File: src/rtl/ldl_rr_pri_burst_if.sv
// Request/grant bus for the aged-priority round-robin burst arbiter.
// The master drives requests and downstream ready; the slave (arbiter) drives the grant and beat strobes.
interface ldl_rr_pri_burst_if #(
  parameter int BIN_WIDTH = 3,
  parameter int COS_WIDTH = 2,
  parameter int LEN_WIDTH = 4,
  parameter int REQ_WIDTH = 1 << BIN_WIDTH
);
  logic [REQ_WIDTH-1:0]                req;
  logic [REQ_WIDTH-1:0][COS_WIDTH-1:0] cos;
  logic [REQ_WIDTH-1:0][LEN_WIDTH-1:0] len;
  logic                                ready;
  logic [REQ_WIDTH-1:0]                hot;
  logic [BIN_WIDTH-1:0]                bin;
  logic                                valid;
  logic                                last;

  modport master (output req, cos, len, ready, input hot, bin, valid, last);
  modport slave  (input req, cos, len, ready, output hot, bin, valid, last);
endinterface

File: src/rtl/ldl_rr_pri_burst.sv
// Burst arbiter: picks a requester by {aged, cos} with round-robin tie-break,
// then streams len+1 beats to a ready-gated downstream.

// Per-requester age tracking and priority key.
module ldl_rr_pri_burst_lane #(
  parameter int COS_WIDTH = 2,
  parameter int AGE_LIMIT = 8
) (
  input  logic                 clk,
  input  logic                 rst,
  input  logic                 req,
  input  logic [COS_WIDTH-1:0] cos,
  input  logic                 grant,
  input  logic                 win,
  output logic [COS_WIDTH:0]   key
);
  logic [7:0] age;
  logic       aged;

  assign aged = (age == 8'(AGE_LIMIT));
  assign key  = {aged, cos};

  // Losing requesters age toward the limit; winners and idle lanes restart.
  always_ff @(posedge clk or negedge rst) begin
    if (!rst) age <= '0;
    else if (grant) begin
      if (req && !win) age <= aged ? age : age + 8'd1;
      else             age <= '0;
    end
  end
endmodule

module ldl_rr_pri_burst #(
  parameter int BIN_WIDTH = 3,
  parameter int COS_WIDTH = 2,
  parameter int LEN_WIDTH = 4,
  parameter int AGE_LIMIT = 8,
  parameter int REQ_WIDTH = 1 << BIN_WIDTH
) (
  input  logic             clk,
  input  logic             rst,
  ldl_rr_pri_burst_if.slave bus
);
  typedef enum logic {IDLE, BURST} state_t;

  state_t                              state;
  logic [REQ_WIDTH-1:0]                hot_q;
  logic [BIN_WIDTH-1:0]                bin_q;
  logic [LEN_WIDTH-1:0]                cnt;
  logic [BIN_WIDTH-1:0]                rr_start;
  logic [REQ_WIDTH-1:0][COS_WIDTH:0]   key;
  logic [BIN_WIDTH-1:0]                win_idx;
  logic [REQ_WIDTH-1:0]                win_hot;
  logic                                grant;

  assign grant   = (state == IDLE) && (|bus.req);
  assign win_hot = REQ_WIDTH'(1) << win_idx;

  generate
    for (genvar g = 0; g < REQ_WIDTH; g++) begin : g_lane
      ldl_rr_pri_burst_lane #(
        .COS_WIDTH (COS_WIDTH),
        .AGE_LIMIT (AGE_LIMIT)
      ) u_lane (
        .clk   (clk),
        .rst   (rst),
        .req   (bus.req[g]),
        .cos   (bus.cos[g]),
        .grant (grant),
        .win   (win_hot[g]),
        .key   (key[g])
      );
    end
  endgenerate

  // Scan from rr_start; strict '>' keeps the first-found lane among equal keys.
  always_comb begin
    logic [COS_WIDTH:0] best;
    logic               found;
    int                 idx;
    best    = '0;
    found   = 1'b0;
    win_idx = '0;
    for (int i = 0; i < REQ_WIDTH; i++) begin
      idx = int'(rr_start) + i;
      if (idx >= REQ_WIDTH) idx = idx - REQ_WIDTH;
      if (bus.req[idx] && (!found || key[idx] > best)) begin
        found   = 1'b1;
        best    = key[idx];
        win_idx = BIN_WIDTH'(idx);
      end
    end
  end

  // rr_start holds the index after the last winner, so reset to 0 starts the search at lane 0.
  always_ff @(posedge clk or negedge rst) begin
    if (!rst) begin
      state    <= IDLE;
      hot_q    <= '0;
      bin_q    <= '0;
      cnt      <= '0;
      rr_start <= '0;
    end else begin
      case (state)
        IDLE: if (grant) begin
          state    <= BURST;
          hot_q    <= win_hot;
          bin_q    <= win_idx;
          cnt      <= bus.len[win_idx];
          rr_start <= (win_idx == BIN_WIDTH'(REQ_WIDTH - 1)) ? '0 : win_idx + BIN_WIDTH'(1);
        end
        BURST: if (bus.ready) begin
          if (cnt == '0) begin
            state <= IDLE;
            hot_q <= '0;
            bin_q <= '0;
          end else begin
            cnt <= cnt - LEN_WIDTH'(1);
          end
        end
        default: state <= IDLE;
      endcase
    end
  end

  assign bus.valid = (state == BURST);
  assign bus.last  = (state == BURST) && (cnt == '0);
  assign bus.hot   = hot_q;
  assign bus.bin   = bin_q;
endmodule

File: src/flat_wrapper.sv
// flat-port wrapper written by rule: the top's interface ports become plain ports
module ldl_rr_pri_burst_flat 
#(
  parameter int BIN_WIDTH = 3,
  parameter int COS_WIDTH = 2,
  parameter int LEN_WIDTH = 4,
  parameter int AGE_LIMIT = 8,
  parameter int REQ_WIDTH = 1 << BIN_WIDTH
)
  (clk, rst, bus_req, bus_cos, bus_len, bus_ready, bus_hot, bus_bin, bus_valid, bus_last);
  ldl_rr_pri_burst_if #(.BIN_WIDTH(BIN_WIDTH), .COS_WIDTH(COS_WIDTH), .LEN_WIDTH(LEN_WIDTH), .REQ_WIDTH(REQ_WIDTH)) bus_i ();
  input  logic clk;
  input  logic rst;
  input wire logic [$bits(bus_i.req)-1:0] bus_req;
  input wire logic [$bits(bus_i.cos)-1:0] bus_cos;
  input wire logic [$bits(bus_i.len)-1:0] bus_len;
  input wire logic [$bits(bus_i.ready)-1:0] bus_ready;
  output wire logic [$bits(bus_i.hot)-1:0] bus_hot;
  output wire logic [$bits(bus_i.bin)-1:0] bus_bin;
  output wire logic [$bits(bus_i.valid)-1:0] bus_valid;
  output wire logic [$bits(bus_i.last)-1:0] bus_last;
  assign bus_i.req = bus_req;
  assign bus_i.cos = bus_cos;
  assign bus_i.len = bus_len;
  assign bus_i.ready = bus_ready;
  assign bus_hot = bus_i.hot;
  assign bus_bin = bus_i.bin;
  assign bus_valid = bus_i.valid;
  assign bus_last = bus_i.last;
  ldl_rr_pri_burst #(.BIN_WIDTH(BIN_WIDTH), .COS_WIDTH(COS_WIDTH), .LEN_WIDTH(LEN_WIDTH), .AGE_LIMIT(AGE_LIMIT), .REQ_WIDTH(REQ_WIDTH)) u_core (.clk(clk), .rst(rst), .bus(bus_i));
endmodule
File: config.mk
export PLATFORM = sky130hd
export DESIGN_NAME = ldl_rr_pri_burst_flat
export DESIGN_NICKNAME = d
export VERILOG_FILES = /design/src/rtl/ldl_rr_pri_burst_if.sv /design/src/rtl/ldl_rr_pri_burst.sv /design/src/flat_wrapper.sv
export SDC_FILE = /design/constraint.sdc
export NUM_CORES = 1
export LEC_CHECK = 0
export CORE_ASPECT_RATIO = 0.75
export CORE_MARGIN = 4
export CORE_UTILIZATION = 64
export DETAILED_ROUTE_END_ITERATION = 12
export GPL_ROUTABILITY_DRIVEN = 0
export PLACE_DENSITY_LB_ADDON = 0.25
export SLEW_MARGIN = 25
export SYNTH_ARGS = -nofsm -noshare
export SYNTH_HDL_FRONTEND = slang
export SYNTH_HIERARCHICAL = 1
export SYNTH_SLANG_ARGS = --single-unit
File: constraint.sdc
create_clock -name clk -period 37.6 [get_ports clk]
set_input_delay 5.64 -clock clk [delete_from_list [all_inputs] [get_ports clk]]
set_output_delay 5.64 -clock clk [all_outputs]
set_load 0.02 [all_outputs]
==> results.tsv <==
stage	metric	value	unit
global_routing	antenna violations before repair	0	
sta	final setup vio count	0	
floorplan	row cnt	35	
detailed_routing	DRT Pass-1 Iters	5	
detailed_routing	vias per cell	6.92	
detailed_routing	Post-DRT Antenna Nets	0	
detailed_routing	max layer used	met4	
detailed_routing	Routed WL	21800	um
sta	Final Hold Viols	0	
cts	TritonCTS clock tree	yes	
global_routing	vias in the first global route	7332	
cts	TritonCTS Buffers	9	
sta	Worst slew margin	34.4	%
hold_path	WHS Path Cells	1	
hold_path	sink of the worst hold path	u_core/bus.bin[2]	
setup_path	RR Endpoint	u_core/g_lane[7].u_lane/age[7]	
cts	CTS sink count	83	
floorplan	die area	14500	um^2
cells_and_area	Area Growth Syn to Fin	11.6	%
logic_synthesis	Post-synth EDFFs	0	
cts	hold_buf cts	0	
floorplan	Horiz. Die Dim	138	um
setup_path	Buffers & Inverters on Critical Path	3	
setup_path	Worst EP required	37880	ps
setup_path	R2R Path Start	u_core/rr_start[0]	
setup_path	Crit. End Element	flip-flop	
detailed_routing	initial drt markers	751	
logic_synthesis	yosys warns	6	
logic_synthesis	Main synth FF type	dfrtp_1	
detailed_routing	met2 routed WL	10400	um
logic_synthesis	largest cells by area after synthesis	dfrtp_1, ha_1, mux4_2	
floorplan	core area	12300	um^2
setup_path	Worst EP arrival	19710	ps
place	placed insts	1077	
logic_synthesis	Synth Net Count	990	
hold_path	Hold Startpoint	u_core/bus.bin[2]	
logic_synthesis	Synth async-reset ratio	100	%
sta	post-layout minimum cycle time	19430	ps
cts	Clock Root Buffer	clkbuf_16	
global_routing	grt total ovfl	0	
global_routing	global-route usage over all layers	30.4	%
setup_path	Slowest cell on crit path	clkdlybuf4s50_1	
cells_and_area	Post-Layout Cell Count	1092	
logic_synthesis	sequential area share after synthesis	25.6	%
logic_synthesis	top-area cell type share of the netlist area	25.6	%
cts	Clock Path Buffers	2	
sta	Slew @ Worst Pin	984	ps
detailed_routing	DR DRC count	0	
setup_path	Crit path max-delay family	compound AO/OA/AOI/OAI gates	
setup_path	reg-to-reg slack, setup	22560	ps
cells_and_area	ANT cells	0	
place	input/output buffers	71	
setup_path	Startpoint Class	primary input	
global_routing	first-pass GRT wire length	35800	um
logic_synthesis	synthesized area per cell	9.16	um^2
detailed_routing	via count	7554	
floorplan	I/O pins	72	
hold_path	Hold Path Class	reg -> reg	
setup_path	CP dominant cell by count	ha_1	
setup_path	critical path type	in -> reg	
sta	RSZ-0062 raised after global routing	false	
sta	fmax	51.5	MHz
sta	setup TNS	0	ps
cts	setup bufs post-CTS	0	
floorplan	chip height	105	um
sta	fin. max-slew vios	0	
cts	Clk Latency, worst-skew pair	350	ps
setup_path	critical path peak fanout	9	
detailed_routing	met1 WL	8800	um
floorplan	Initial Utilization	65.6	%
sta	period utilization	51.7	%
cts	CTS H-tree depth	3	
detailed_routing	DR WL/cell	20.0	um
logic_synthesis	cell area after synthesis	8100	um^2
logic_synthesis	flops & latches, synth	83	
logic_synthesis	Netlist cell types	73	
job	Max Cap Violations	0	
setup_path	Register-to-Register Path Depth	62	
setup_path	CP max stage delay	570	ps
detailed_routing	met3 wire len	2100	um
cts	post-cts resize count	0	
run_status	outcome	complete, no violations	
logic_synthesis	cell taking the most area after synthesis	dfrtp_1	
place	Detail Placement HPWL	16200	um
logic_synthesis	synthesized instance count	885	
global_routing	largest net degree at the start of global routing	83	
cts	register clock-pin slew on the reported worst setup and hold paths	60	ps
cells_and_area	nets	1027	
cells_and_area	layout cell share with drive strength beyond 1	12.5	%
sta	final clock skew	7.62	ps
==> cell usage after synthesis, drive strengths merged (27+ instances only) <==
master  number
nor2b       29
nand2       52
mux2        36
buf         42
mux2i       31
dfrtp       83
inv         68
nor2        27
nand2b      46
o211ai      27
nand3       46
o21ai       40
ha          46
==> worst max path at each step <==
| stage | start | end | slack [ps] | cells past startpoint |
|---|---|---|---|---|
| 2_1_floorplan | bus_cos[7] | u_core/g_lane[3].u_lane/age[7] | 20520 | 64 |
| 3_3_place_gp | bus_req[1] | u_core/g_lane[7].u_lane/age[7] | 19140 | 63 |
| 3_5_place_dp | bus_req[1] | u_core/g_lane[3].u_lane/age[7] | 18350 | 63 |
| 4_1_cts | bus_req[1] | u_core/g_lane[7].u_lane/age[7] | 18610 | 63 |
| 5_1_grt | bus_req[1] | u_core/g_lane[7].u_lane/age[7] | 17340 | 61 |
| 6_report | bus_req[1] | u_core/g_lane[7].u_lane/age[7] | 18170 | 60 |
==> cell type report <==
cell class | count | area, um^2
multi-input cells | 681 | 5440
fillers | 890 | 3300
flip-flops and latches | 83 | 2080
repair buffers | 79 | 768
inverters | 68 | 255
clock buffers | 11 | 243
well taps | 166 | 208
clock inverters | 4 | 51.3
==> flip-flops by register name, summed over array words and instances, names as in the netlist <==
register and count:
u_core/bus.bin 3, u_core/rr_start 3, u_core/bus.valid 1, u_core/bus.hot 8, u_core/g_lane.u_lane/age 64, u_core/cnt 4
==> worst reg2reg max path: cells and delay by family (launching register included) <==
| family | cells | cell delay [ps] |
|---|---|---|
| DFF | 1 | 340 |
| buffers and inverters | 6 | 1330 |
| adders and majority gates | 10 | 2840 |
| and+or+nand+nor | 17 | 3520 |
| AOI/OAI and AO/OA | 23 | 4570 |
| muxes | 6 | 2400 |
==> metal layers <==
metal	track usage (%)	vias up
li1	-	3409
met1	40.4	3659
met2	49.3	416
met3	7.54	70
met4	8.53	0
met5	0	-
==> per-stage QoR <==
step                hold slack (ps)  area, um^2  utilization (%)  worst slack, ps
floorplan                       483        8100                -            20520
CTS                             479        9050             73.3            18610
detailed placement              466        8750             70.9            18350
finish                          474        9050             73.3            18170
global route                    513        9050             73.3            17340
global placement                467        8750             70.9            19140
==> logic make-up (layout without fill, tap and decap cells) <==
logic type | after synthesis | in the layout | synth area share [%]
simple gates | 320 | 320 | 23.3
compound gates | 220 | 220 | 20.4
buf+inv | 121 | 162 | 7.20
mux | 93 | 93 | 16.2
flops | 83 | 83 | 25.6
fa+ha+maj | 46 | 46 | 7.10
xor+xnor | 2 | 2 | 0.216
==> layout by cell type, fill, tap and decap left out, types with 9 or more instances in the layout <==
cell type / count
buf_4: 9
a22o_1: 10
nand2b_1: 46
o211ai_1: 27
nand3_1: 46
clkbuf_16: 9
o21a_1: 12
a21oi_1: 18
ha_1: 46
nor2b_1: 29
mux2_2: 35
dfrtp_1: 82
or3_1: 11
nand2_1: 52
mux4_2: 25
and3_1: 12
nor2_1: 26
o31ai_1: 10
inv_1: 66
or4_1: 17
o2bb2ai_1: 11
clkdlybuf4s50_1: 70
o21ai_0: 37
nor3_1: 14
mux2i_1: 30
nor4_1: 10
Power is left out: the tool's default activity adds up to more than one toggle a clock period on the data nets, which glitch-free logic cannot reach.
